--- src/rtl/nanorv32_pic_pkg.sv ---
// nanorv32_pic_pkg: register offsets, sizing constants and the APB offset
// decoder shared by the interrupt controller.
package nanorv32_pic_pkg;

    localparam int unsigned ID_W    = 5;
    localparam int unsigned MAX_IRQ = 32;

    localparam logic [7:0] OFF_PENDING   = 8'h00;
    localparam logic [7:0] OFF_ENABLE    = 8'h04;
    localparam logic [7:0] OFF_MODE      = 8'h08;
    localparam logic [7:0] OFF_CLEAR     = 8'h0C;
    localparam logic [7:0] OFF_CLAIM     = 8'h10;
    localparam logic [7:0] OFF_THRESHOLD = 8'h14;
    localparam logic [7:0] OFF_PRIO_BASE = 8'h40;

    typedef enum logic [2:0] {
        REG_PENDING,
        REG_ENABLE,
        REG_MODE,
        REG_CLEAR,
        REG_CLAIM,
        REG_THRESHOLD,
        REG_PRIO,
        REG_NONE
    } reg_sel_e;

    // PRIO[i] lives at 0x40+4*i and only exists for i < num_irq
    function automatic reg_sel_e decode_offset(input logic [7:0] off,
                                               input int unsigned num_irq);
        logic [7:0] rel;
        reg_sel_e   sel;
        rel = off - OFF_PRIO_BASE;
        sel = REG_NONE;
        case (off)
            OFF_PENDING:   sel = REG_PENDING;
            OFF_ENABLE:    sel = REG_ENABLE;
            OFF_MODE:      sel = REG_MODE;
            OFF_CLEAR:     sel = REG_CLEAR;
            OFF_CLAIM:     sel = REG_CLAIM;
            OFF_THRESHOLD: sel = REG_THRESHOLD;
            default: begin
                if (off >= OFF_PRIO_BASE && off[1:0] == 2'b00 &&
                    32'(rel[7:2]) < num_irq) begin
                    sel = REG_PRIO;
                end
            end
        endcase
        return sel;
    endfunction

endpackage

--- src/rtl/nanorv32_pic_arb.sv ---
// nanorv32_pic_arb: combinational arbiter over the eligible sources.
// Picks the highest priority; ties go to the lowest index.
module nanorv32_pic_arb
    import nanorv32_pic_pkg::*;
#(
    parameter int unsigned NUM_IRQ = 16,
    parameter int unsigned PRIO_W  = 2
) (
    input  logic [NUM_IRQ-1:0]        elig_i,
    input  logic [NUM_IRQ*PRIO_W-1:0] prio_i,
    output logic                      valid_o,
    output logic [ID_W-1:0]           id_o,
    output logic [PRIO_W-1:0]         prio_o
);

    logic              best_v;
    logic [ID_W-1:0]   best_id;
    logic [PRIO_W-1:0] best_p;

    // Ascending scan with strict '>' so an equal later priority never displaces an earlier index
    always_comb begin
        best_v  = 1'b0;
        best_id = '0;
        best_p  = '0;
        for (int unsigned i = 0; i < NUM_IRQ; i++) begin
            if (elig_i[i] && (!best_v || prio_i[i*PRIO_W +: PRIO_W] > best_p)) begin
                best_v  = 1'b1;
                best_id = ID_W'(i);
                best_p  = prio_i[i*PRIO_W +: PRIO_W];
            end
        end
    end

    assign valid_o = best_v;
    assign id_o    = best_id;
    assign prio_o  = best_p;

endmodule

--- src/rtl/nanorv32_pic.sv ---
// nanorv32_pic: APB priority interrupt controller with edge/level sources,
// per-source enable and priority, threshold and claim/complete handshake.
// Optional macro NANORV32_PIC_VECTOR_EN adds pic_irq_id and hardware claim via irq_ack.
module nanorv32_pic
    import nanorv32_pic_pkg::*;
#(
    parameter int unsigned NUM_IRQ = 16,
    parameter int unsigned PRIO_W  = 2
) (
    input  logic               clk,
    input  logic               rst_n,
    input  logic               apb_pic_psel,
    input  logic [11:0]        apb_pic_paddr,
    input  logic               apb_pic_penable,
    input  logic               apb_pic_pwrite,
    input  logic [31:0]        apb_pic_pwdata,
    output logic [31:0]        pic_apb_prdata,
    output logic               pic_apb_pready,
    output logic               pic_apb_pslverr,
    input  logic [NUM_IRQ-1:0] irqs,
    input  logic               irq_ack,
    output logic               pic_irq
`ifdef NANORV32_PIC_VECTOR_EN
    ,
    output logic [ID_W-1:0]    pic_irq_id
`endif
);

    logic [NUM_IRQ-1:0]        pending_q, pending_d;
    logic [NUM_IRQ-1:0]        enable_q, enable_d;
    logic [NUM_IRQ-1:0]        mode_q, mode_d;
    logic [NUM_IRQ-1:0]        in_service_q, in_service_d;
    logic [NUM_IRQ-1:0]        irqs_q;
    logic [PRIO_W-1:0]         thresh_q, thresh_d;
    logic [NUM_IRQ*PRIO_W-1:0] prio_q, prio_d;
    logic                      pic_irq_q, pic_irq_d;
    logic [ID_W-1:0]           pic_irq_id_q, pic_irq_id_d;

    logic [7:0]         off;
    logic [7:0]         prio_rel;
    logic [ID_W-1:0]    prio_idx;
    reg_sel_e           sel;
    logic               wr_en, rd_en, claim;
    logic [NUM_IRQ-1:0] eligible, claim_mask, complete_mask, clear_mask, next_elig;
    logic               win_valid;
    logic [ID_W-1:0]    win_id;
    logic [PRIO_W-1:0]  win_prio;
    logic [31:0]        rdata;
    logic               unused_ok;

    assign off      = apb_pic_paddr[7:0];
    assign sel      = decode_offset(off, NUM_IRQ);
    assign prio_rel = off - OFF_PRIO_BASE;
    assign prio_idx = prio_rel[6:2];
    assign wr_en    = apb_pic_psel & ~apb_pic_penable & apb_pic_pwrite;
    assign rd_en    = apb_pic_psel & apb_pic_penable & ~apb_pic_pwrite;

    // Eligibility: pending, enabled, not in service and strictly above threshold
    always_comb begin
        eligible = '0;
        for (int unsigned i = 0; i < NUM_IRQ; i++) begin
            eligible[i] = pending_q[i] & enable_q[i] & ~in_service_q[i] &
                          (prio_q[i*PRIO_W +: PRIO_W] > thresh_q);
        end
    end

    nanorv32_pic_arb #(.NUM_IRQ(NUM_IRQ), .PRIO_W(PRIO_W)) u_arb (
        .elig_i  (eligible),
        .prio_i  (prio_q),
        .valid_o (win_valid),
        .id_o    (win_id),
        .prio_o  (win_prio)
    );

`ifdef NANORV32_PIC_VECTOR_EN
    // A CLAIM read and irq_ack in the same cycle both target the one winner, so only one claim happens
    assign claim = win_valid & ((rd_en & (sel == REG_CLAIM)) | irq_ack);
`else
    assign claim = win_valid & rd_en & (sel == REG_CLAIM);
`endif

    // One-hot masks for claim, complete and W1C clear
    always_comb begin
        claim_mask    = '0;
        complete_mask = '0;
        clear_mask    = '0;
        for (int unsigned i = 0; i < NUM_IRQ; i++) begin
            claim_mask[i]    = claim & (win_id == ID_W'(i));
            complete_mask[i] = wr_en & (sel == REG_CLAIM) & (apb_pic_pwdata[4:0] == ID_W'(i));
        end
        if (wr_en && sel == REG_CLEAR) begin
            clear_mask = apb_pic_pwdata[NUM_IRQ-1:0];
        end
    end

    // Next-state for configuration, pending and in-service state
    always_comb begin
        enable_d = enable_q;
        mode_d   = mode_q;
        thresh_d = thresh_q;
        prio_d   = prio_q;
        if (wr_en) begin
            case (sel)
                REG_ENABLE:    enable_d = apb_pic_pwdata[NUM_IRQ-1:0];
                REG_MODE:      mode_d   = apb_pic_pwdata[NUM_IRQ-1:0];
                REG_THRESHOLD: thresh_d = apb_pic_pwdata[PRIO_W-1:0];
                REG_PRIO: begin
                    for (int unsigned i = 0; i < NUM_IRQ; i++) begin
                        if (prio_idx == ID_W'(i)) begin
                            prio_d[i*PRIO_W +: PRIO_W] = apb_pic_pwdata[PRIO_W-1:0];
                        end
                    end
                end
                default: ;
            endcase
        end
        // New edges are ORed in last so they win over CLEAR and claim
        pending_d    = (mode_q & ((pending_q & ~clear_mask & ~claim_mask) | (irqs & ~irqs_q))) |
                       (~mode_q & irqs);
        // Claim is ORed in last so it wins over a same-id complete
        in_service_d = (in_service_q & ~complete_mask) | claim_mask;
    end

    // The request drops right after a claim unless some other source is still eligible
    assign next_elig = eligible & ~claim_mask;
    assign pic_irq_d = |next_elig;

`ifdef NANORV32_PIC_VECTOR_EN
    logic              nxt_valid;
    logic [PRIO_W-1:0] nxt_prio;

    nanorv32_pic_arb #(.NUM_IRQ(NUM_IRQ), .PRIO_W(PRIO_W)) u_arb_next (
        .elig_i  (next_elig),
        .prio_i  (prio_q),
        .valid_o (nxt_valid),
        .id_o    (pic_irq_id_d),
        .prio_o  (nxt_prio)
    );
    assign pic_irq_id = pic_irq_id_q;
    assign unused_ok  = ^{apb_pic_paddr[11:8], apb_pic_pwdata, prio_rel[7], prio_rel[1:0],
                          win_prio, nxt_valid, nxt_prio};
`else
    assign pic_irq_id_d = '0;
    assign unused_ok    = ^{apb_pic_paddr[11:8], apb_pic_pwdata, prio_rel[7], prio_rel[1:0],
                            win_prio, irq_ack, pic_irq_id_q};
`endif

    // State registers with synchronous active-low reset
    always_ff @(posedge clk) begin
        if (!rst_n) begin
            pending_q    <= '0;
            enable_q     <= '0;
            mode_q       <= '0;
            in_service_q <= '0;
            irqs_q       <= '0;
            thresh_q     <= '0;
            prio_q       <= '0;
            pic_irq_q    <= 1'b0;
            pic_irq_id_q <= '0;
        end else begin
            pending_q    <= pending_d;
            enable_q     <= enable_d;
            mode_q       <= mode_d;
            in_service_q <= in_service_d;
            irqs_q       <= irqs;
            thresh_q     <= thresh_d;
            prio_q       <= prio_d;
            pic_irq_q    <= pic_irq_d;
            pic_irq_id_q <= pic_irq_id_d;
        end
    end

    // Combinational read mux; zero when not selected or unmapped
    always_comb begin
        rdata = '0;
        if (apb_pic_psel) begin
            case (sel)
                REG_PENDING:   rdata[NUM_IRQ-1:0] = pending_q;
                REG_ENABLE:    rdata[NUM_IRQ-1:0] = enable_q;
                REG_MODE:      rdata[NUM_IRQ-1:0] = mode_q;
                REG_CLAIM:     rdata = {win_valid, 26'b0, win_id};
                REG_THRESHOLD: rdata[PRIO_W-1:0] = thresh_q;
                REG_PRIO: begin
                    for (int unsigned i = 0; i < NUM_IRQ; i++) begin
                        if (prio_idx == ID_W'(i)) begin
                            rdata[PRIO_W-1:0] = prio_q[i*PRIO_W +: PRIO_W];
                        end
                    end
                end
                default: ;
            endcase
        end
    end

    assign pic_apb_prdata  = rdata;
    assign pic_apb_pready  = 1'b1;
    assign pic_apb_pslverr = apb_pic_psel & (sel == REG_NONE);
    assign pic_irq         = pic_irq_q;

endmodule

--- config.mk ---
export PLATFORM = sky130hd
export DESIGN_NAME = nanorv32_pic
export DESIGN_NICKNAME = d
export VERILOG_FILES = /design/src/rtl/nanorv32_pic_pkg.sv /design/src/rtl/nanorv32_pic_arb.sv /design/src/rtl/nanorv32_pic.sv
export SDC_FILE = /design/constraint.sdc
export NUM_CORES = 1
export LEC_CHECK = 0
export CORE_MARGIN = 2
export CORE_UTILIZATION = 60
export CTS_CLUSTER_DIAMETER = 50
export CTS_CLUSTER_SIZE = 10
export DETAILED_ROUTE_END_ITERATION = 12
export GPL_ROUTABILITY_DRIVEN = 1
export PLACE_DENSITY = 0.82
export SLEW_MARGIN = 15
export SYNTH_ARGS = -nofsm -noshare
export SYNTH_HDL_FRONTEND = slang
export SYNTH_SLANG_ARGS = --single-unit
--- constraint.sdc ---
create_clock -name clk -period 47.1 [get_ports clk]
set_input_delay 7.065 -clock clk [delete_from_list [all_inputs] [get_ports clk]]
set_output_delay 7.065 -clock clk [all_outputs]
set_load 0.03 [all_outputs]
==> reports/qor.csv, run 1 <==
metric;value;unit
run_status;completed;
synth_cell_types;92;
cp_data_arrival_time;23.19;ns
fin_crit;30.25;ns
yosysWarnings;0;
avgViaCountPerCell;6.451;
gp_congestion;0.9940;
clk_path_buf_depth;2;
pin_count;101;
synth_area_per_cell;7.719;um2
dr.pass1.iters;5;
cts_tree;done;
slowest_stage;dfxtp_1;
critPathKind;reg2out;
routedWlPerCell;19.35;um
synth.cell_area;8259;um2
seqCellArea;2302;um2
min_path_type;reg2reg;
hold_violations;0;
floorplan.initialDensity;61.88;%
worstRegToRegCells;99;
row_count;42;
ys_ff_latch;115;
worst_hold_slack;0.4756;ns
crit_path_max_incr_delay;0.90;ns
overflow;0;
syn-instance-count;1070;
hpwlAfterDp;18050;um
cp_common_cell;ha_1;
ant_nets;0;
fin_tns_setup;0;ns
cts_hold_buf;0;
drive_above_1_share;8.319;%
async_reset_ff_share;0;%
fp.dieH;121.3;um
worstMarginPinSlew;1.071;ns
clock_latency;0.43;ns
cts.sinks;115;
htreeDepth;4;
cp-end-kind;output pin;
cts.repair.resized;0;
numCtsBuffers;17;
peakVddDrop;34.29;uV
areaGrowthSynthToFinish;15.32;%
fin_util;71.35;%
fin_skew;0.008248;ns
coreArea;13350;um2
io_buffers;63;
grt_pass1_wl;40600;um
grt_max_degree;116;
synth_edf_count;0;
root_buffer;clkbuf_16;
wl;25270;um
hold_depth;2;
num_vias;8425;
synthFlopType;dfxtp_1;
cp-start-kind;flip-flop;
max_freq;33.05;MHz
drc;0;
nFillCells;1142;
slew_viol_final;0;
p_per_area;25.51;nW/um2
clk_pin_slew;0.06;ns
cap_violations;0;
track_usage;35.11;%
crit_required;40.03;ns
nets;1238;
setup_viol;0;
antennaDiodeCount;0;
finalCritPeriodShare;64.23;%
dieArea;14720;um2
relSlewSlack;26.78;%
post-cts-setup-buffers;0;
crit_fanout;18;
drtIter0Drc;873;
multi_input_area;5608;um2
fp.dieW;121.3;um
synth-seq-area-share;27.87;%
grt_setup_unrepaired;no;
antenna_found_initial;0;
grt_pass1_vias;7937;
p_leak;3.402;nW
power by group:
| group | total [mW] | internal [mW] | leakage, nW | switching (mW) |
|---|---|---|---|---|
| registers | 0.0996 | 0.0988 | 0.935 | 0.000795 |
| logic | 0.0163 | 0.00652 | 2.19 | 0.00975 |
| clock network | 0.127 | 0.0739 | 0.279 | 0.0532 |
| total | 0.243 | 0.179 | 3.40 | 0.0637 |
synthesized netlist by cell type (all sizes together) (12+ instances only):
library cell  number  share of area (%)
nand2            208                9.5
dfxtp            115                 28
a21boi            73                6.6
a21oi             70                4.3
o21ai             65                4.0
nor2              62                2.9
ha                55                8.3
nand3             42                2.5
clkbuf            38                1.7
nor2b             36                2.7
inv               32                1.5
and2              24                1.8
buf               21                1.8
a22o              16                1.7
mux2i             16                1.9
nor3              16                1.0
nand2b            15                1.1
nand3b            12                1.1
final timing paths:
path                                     endpoint        start  slack (ns)
worst max register to register            pic_irq  thresh_q[0]       23.49
worst max-delay path            pic_apb_prdata[3]  thresh_q[0]       16.85
worst min-delay path                 pending_q[9]    irqs_q[9]        0.48
worst min register to register       pending_q[9]    irqs_q[9]        0.48
flip-flops by register name, summed over array words and instances (netlist names):
signal / flops
enable_q: 16
in_service_q: 16
irqs_q: 16
mode_q: 16
pending_q: 16
pic_irq: 1
prio_q: 32
thresh_q: 2
placed cells by master (no fill, tap or decap), drive strengths merged, types with 5 or more instances in the layout:
cell type	synthesis	final
or3	5	5
clkinv	0	5
o31ai	8	8
nor4	8	8
a31oi	5	5
a22o	16	16
a221oi	9	9
nand2b	15	15
dfxtp	115	115
nor2b	36	36
a21oi	70	70
a21boi	73	73
buf	21	11
ha	55	55
nand3b	12	12
or2	7	7
clkdlybuf4s50	0	62
conb	2	16
a211oi	7	7
clkbuf	38	17
nor3	16	16
o22ai	5	5
nor2	62	62
and2	24	24
nand2	208	208
mux2i	16	16
a211o	5	5
nand3	42	42
o2111ai	6	6
mux2	7	7
o211ai	9	9
inv	32	39
o21ai	65	65
final cells by class:
| cell class | instances | area share (%) |
|---|---|---|
| Multi-Input combinational cell | 878 | 58.88 |
| Sequential cell | 115 | 24.17 |
| Timing Repair Buffer | 73 | 7.357 |
| Clock buffer | 17 | 4.467 |
| Tap cell | 176 | 2.312 |
| Clock inverter | 15 | 1.550 |
| Inverter | 32 | 1.261 |
worst max-delay path, delay by kind of cell (launching register included):
kind | cells | cell delay [ns]
compound gates | 47 | 10.83
fa+ha+maj | 16 | 4.53
simple gates | 28 | 4.10
mux | 4 | 1.51
flops | 1 | 0.90
buf+inv | 3 | 0.85
cells by family after synthesis:
kind of cell    after synthesis  synth area share [%]
compound gates              332                 28.77
fa+ha+maj                    55                 8.332
buf+inv                      91                 4.984
flops                       115                 27.87
mux                          25                 3.439
other cells                   2               0.09093
simple gates                450                 26.51
per-layer routing:
| metal | share of wire [%] | GRT usage [%] |
|---|---|---|
| met2 | 47 | 58.29 |
| met4 | 3.9 | 16.24 |
| met1 | 41 | 44.07 |
| met5 | 0 | 0 |
| met3 | 8.3 | 6.485 |
stage by stage:
step / cell area, um2 / total power [mW] / setup slack (ns) / cells
after CTS: 9524 / 0.2429 / 17.20 / 1306
after floorplan: 8312 / 0.1111 / 21.09 / 1084
after global placement: 8951 / 0.1174 / 18.06 / 1274
after detailed placement: 8951 / 0.1175 / 17.68 / 1274
final: 9524 / 0.2429 / 16.85 / 1306
after global routing: 9524 / 0.2482 / 15.11 / 1306
(Power assumes the default switching activity.)
==> run 2, diff against run 1 <==
--- a/config.mk
+++ b/config.mk
@@ -6,12 +6,12 @@
 export NUM_CORES = 1
 export LEC_CHECK = 0
 export CORE_MARGIN = 2
-export CORE_UTILIZATION = 60
+export CORE_UTILIZATION = 52
 export CTS_CLUSTER_DIAMETER = 50
 export CTS_CLUSTER_SIZE = 10
 export DETAILED_ROUTE_END_ITERATION = 12
 export GPL_ROUTABILITY_DRIVEN = 1
-export PLACE_DENSITY = 0.82
+export PLACE_DENSITY = 0.75
 export SLEW_MARGIN = 15
 export SYNTH_ARGS = -nofsm -noshare
 export SYNTH_HDL_FRONTEND = slang
==> constraint.sdc (replaced) <==
create_clock -name clk -period 24.7 [get_ports clk]
set_input_delay 3.705 -clock clk [delete_from_list [all_inputs] [get_ports clk]]
set_output_delay 3.705 -clock clk [all_outputs]
set_load 0.03 [all_outputs]
==> reports/qor.csv, run 2 (same netlist as run 1, synthesis figures left out) <==
metric;value;unit
worst_hold_slack;0.4810;ns
critPathKind;reg2out;
multi_input_area;5708;um2
hold_depth;2;
nets;1266;
slew_viol_final;0;
grt_pass1_vias;7899;
antenna_found_initial;0;
peakVddDrop;70.78;uV
crit_fanout;6;
run_status;completed;
fin_util;63.08;%
p_per_area;48.61;nW/um2
clk_path_buf_depth;2;
cp-end-kind;output pin;
areaGrowthSynthToFinish;20.00;%
clk_pin_slew;0.06;ns
dieArea;16910;um2
dr.pass1.iters;6;
worstRegToRegCells;103;
numCtsBuffers;17;
drtIter0Drc;787;
crit_required;21.00;ns
largest_reg_flops;32;
grt_pass1_wl;41790;um
dp_cells;1329;
track_usage;31.83;%
clock_latency;0.43;ns
p_leak;3.555;nW
final_common_cell;nand2_1;
wl;26130;um
routed-wl-met2;12150;um
worstMarginPinSlew;1.089;ns
layout_common_cells;207 x nand2_1, 115 x dfxtp_1, 72 x a21boi_0, 67 x a21oi_1, 58 x clkdlybuf4s50_1;
max_flop_register;prio_q;
maxUsedRoutingLayer;met4;
drive_above_1_share;12.69;%
gp_congestion;0.9463;
finalCritPeriodShare;95.86;%
fin_skew;0.01652;ns
root_buffer;clkbuf_16;
routedWlPerCell;19.02;um
overflow;0;
cts.sinks;115;
cts_tree;done;
avgViaCountPerCell;6.108;
io_buffers;63;
fin_crit;23.68;ns
setup_viol;0;
max_freq;42.23;MHz
coreArea;15710;um2
hpwlAfterDp;19050;um
crit_path_max_incr_delay;0.47;ns
cp-start-kind;flip-flop;
fin_tns_setup;0;ns
cp_data_arrival_time;19.97;ns
hold_violations;0;
fp.dieW;130.0;um
met3_length;1683;um
drc;0;
row_count;46;
antennaDiodeCount;0;
htreeDepth;4;
nFillCells;1373;
layout.cells.non_filler;1374;
pin_count;101;
m1WireLength;11180;um
grt_max_degree;116;
num_vias;8393;
min_path_type;reg2reg;
fp.dieH;130.0;um
slowest_stage;dfxtp_1;
floorplan.initialDensity;52.56;%
cp_common_cell;ha_1;
ant_nets;0;
relSlewSlack;26.86;%
seqCellArea;2302;um2
finalPower;481.7;uW
cap_violations;0;
## run 2: cell count changes in the layout (fill, tap and decap cells not counted), sizes merged
cell / delta
buf: +29
bufinv: +2
clkbuf: +3
clkdlybuf4s50: -4
clkinv: -2
## run 2: final cells by class
cell class / instances / share of cell area, %
clock inverter: 15 / 1.932
inverter: 32 / 1.212
multi-input combinational: 878 / 57.59
timing repair buffer: 101 / 9.014
sequential: 115 / 23.23
clock buffer: 17 / 4.292
tap: 216 / 2.727
## run 2: worst max-delay path, delay by kind of cell (launching register included)
family	cells	cell delay (ns)
compound gates	47	8.50
fa+ha+maj	16	4.36
flops	1	0.47
mux	5	1.75
simple gates	28	3.64
buf+inv	5	0.79
## run 2: stage by stage
| step | setup slack [ns] | area [um2] |
|---|---|---|
| after global placement | 0.2752 | 9111 |
| after CTS | 0.01669 | 9746 |
| after floorplan | 2.053 | 8312 |
| after detailed placement | 0.1483 | 9111 |
| final | 1.022 | 9911 |
| after global routing | -0.1732 | 9911 |
## run 2: final timing paths
kind	slack (ns)	end	startpoint
worst max-delay path	1.02	pic_apb_prdata[2]	prio_q[1]
worst min-delay path	0.48	in_service_q[6]	in_service_q[6]
worst max register to register	3.44	pic_irq	prio_q[1]
worst min register to register	0.48	in_service_q[6]	in_service_q[6]
## run 2: timing repair
item | CTS | global route
setup endpoints to repair | 4 | 4
resized for setup | 5 | 32
pin swaps | 0 | 12
hold buffers | 0 | 0
buffers inserted | 1 | 12
## run 2: power breakdown
| group | total [mW] | internal [mW] | switching, mW |
|---|---|---|---|
| Clock | 0.261 | 0.161 | 0.0996 |
| Combinational | 0.0310 | 0.0126 | 0.0185 |
| Sequential | 0.190 | 0.188 | 0.00162 |
| Total | 0.482 | 0.362 | 0.120 |
## run 2: routing by layer
metal  global-route usage [%]  vias up
met2                    51.77      323
met5                        0        -
met4                    13.85        0
li1                         -     3989
met3                    5.822       77
met1                    41.46     4004
==> run 3, diff against run 2 <==
==> constraint.sdc (replaced) <==
create_clock -name clk -period 24.7 [get_ports clk]
set_input_delay 2.47 -clock clk [delete_from_list [all_inputs] [get_ports clk]]
set_output_delay 2.47 -clock clk [all_outputs]
set_load 0.03 [all_outputs]
==> reports/qor.csv, run 3 (same netlist as run 1, synthesis figures left out) <==
metric;value;unit
slew_viol_final;0;
htreeDepth;4;
p_int;362.7;uW
final_common_cell;nand2_1;
maxUsedRoutingLayer;met4;
io_buffers;63;
m1WireLength;10960;um
fin_crit;23.22;ns
largest_reg_flops;32;
grt_pass1_vias;7553;
combPwrFrac;6.3;%
cts_tree;done;
clk_path_buf_depth;2;
p_sw;120.8;uW
max_flop_register;prio_q;
worst_hold_slack;0.4762;ns
min_path_type;reg2reg;
dr.pass1.iters;5;
r2r-start;prio_q[1];
worstRegToRegCells;102;
ant_nets;0;
worstMarginPinSlew;1.083;ns
max_freq;43.07;MHz
cts.sinks;115;
fin_tns_setup;0;ns
p_leak;3.526;nW
grt_pass1_wl;40020;um
multi_input_area;5667;um2
hold_violations;0;
nets;1255;
hold_start;irqs_q[13];
grt_max_degree;116;
coreArea;15710;um2
layout_common_cells;208 x nand2_1, 115 x dfxtp_1, 73 x a21boi_0, 68 x a21oi_1, 60 x o21ai_0;
routed-wl-met2;11760;um
clk_pin_slew;0.06;ns
cp_data_arrival_time;20.75;ns
cts_hold_buf;0;
reg2reg_to;pic_irq;
peakVddDrop;63.59;uV
clock_latency;0.43;ns
numCtsBuffers;17;
cp-end-kind;output pin;
hpwlAfterDp;18580;um
seqCellArea;2302;um2
num_vias;8290;
regToRegSetupSlack;2.63;ns
antenna_found_initial;0;
pin_count;101;
routedWlPerCell;18.58;um
cp-start-kind;flip-flop;
crit_fanout;9;
overflow;0;
whs_endpoint;pending_q[13];
fp.dieH;130.0;um
cap_violations;0;
root_buffer;clkbuf_16;
seqPwrFrac;39.3;%
p_per_area;49.36;nW/um2
critPathKind;reg2out;
setup_viol;0;
dieArea;16910;um2
slowest_stage;o31ai_1;
fin_area;9797;um2
row_count;46;
dpl_cell_area;9061;um2
crit_required;22.23;ns
pwr-share-clk;54.4;%
avgViaCountPerCell;6.082;
nFillCells;1382;
cp_common_cell;ha_1;
fp.dieW;130.0;um
wl;25330;um
crit_path_max_incr_delay;0.40;ns
fin_skew;0.01563;ns
switching_share;24.99;%
run_status;completed;
areaGrowthSynthToFinish;18.62;%
drtIter0Drc;805;
drive_above_1_share;10.55;%
hold_depth;2;
grt_setup_unrepaired;no;
relSlewSlack;27.26;%
antennaDiodeCount;0;
finalCritPeriodShare;94.00;%
drc;0;
floorplan.initialDensity;52.56;%
track_usage;30.50;%
met3_length;1715;um
gp_congestion;0.9756;
-- run 3: what timing repair did --
action	4_1_cts	5_1_grt
resized for setup	0	17
endpoints found under the setup margin	0	4
buffers inserted	0	9
-- run 3: power groups by stage --
stage | clock network, mW | logic (mW) | registers, mW
2_1_floorplan | 0 | 0.0184 | 0.193
3_3_place_gp | 0 | 0.0299 | 0.194
3_5_place_dp | 0 | 0.0299 | 0.194
4_1_cts | 0.265 | 0.0301 | 0.190
5_1_grt | 0.273 | 0.0325 | 0.190
6_report | 0.263 | 0.0304 | 0.190
-- run 3: final cells by class --
cell class,count,area share (%)
tap,216,2.759
multi-input combinational,878,57.84
timing repair buffer,90,8.327
sequential,115,23.50
clock inverter,15,2.005
inverter,32,1.226
clock buffer,17,4.342
-- run 3: per-stage QoR --
step	util, %	power, mW	cells	worst slack (ns)
2_1_floorplan	-	0.2118	1084	3.288
3_3_place_gp	57.67	0.2237	1322	1.226
3_5_place_dp	57.67	0.2238	1322	1.045
4_1_cts	61.63	0.4846	1354	0.4093
5_1_grt	62.35	0.4951	1363	0.02781
6_report	62.35	0.4835	1363	1.481
-- run 3: worst max-delay path: cells and delay by family, from the launching register on --
family / cells / cell delay [ns]
AOI/OAI and AO/OA: 45 / 9.32
adders and majority gates: 16 / 4.53
and+or+nand+nor: 30 / 4.04
muxes: 4 / 1.43
buffers and inverters: 4 / 0.58
DFF: 1 / 0.39
-- run 3: how the worst max path moves through the flow --
stage           startpoint                end  slack [ns]  depth (start not counted)
2_1_floorplan  thresh_q[1]  pic_apb_prdata[3]        3.29                        101
3_3_place_gp     prio_q[1]  pic_apb_prdata[2]        1.23                         97
3_5_place_dp     prio_q[1]  pic_apb_prdata[2]        1.05                         97
4_1_cts          prio_q[1]  pic_apb_prdata[2]        0.41                         97
5_1_grt        thresh_q[1]  pic_apb_prdata[3]        0.03                        101
6_report         prio_q[1]  pic_apb_prdata[0]        1.48                         99
-- run 3: per-layer routing --
metal  vias up  track usage, %
met1      3904           40.57
li1       3971               -
met3        64           4.592
met5         -               0
met2       351           49.65
met4         0           12.65
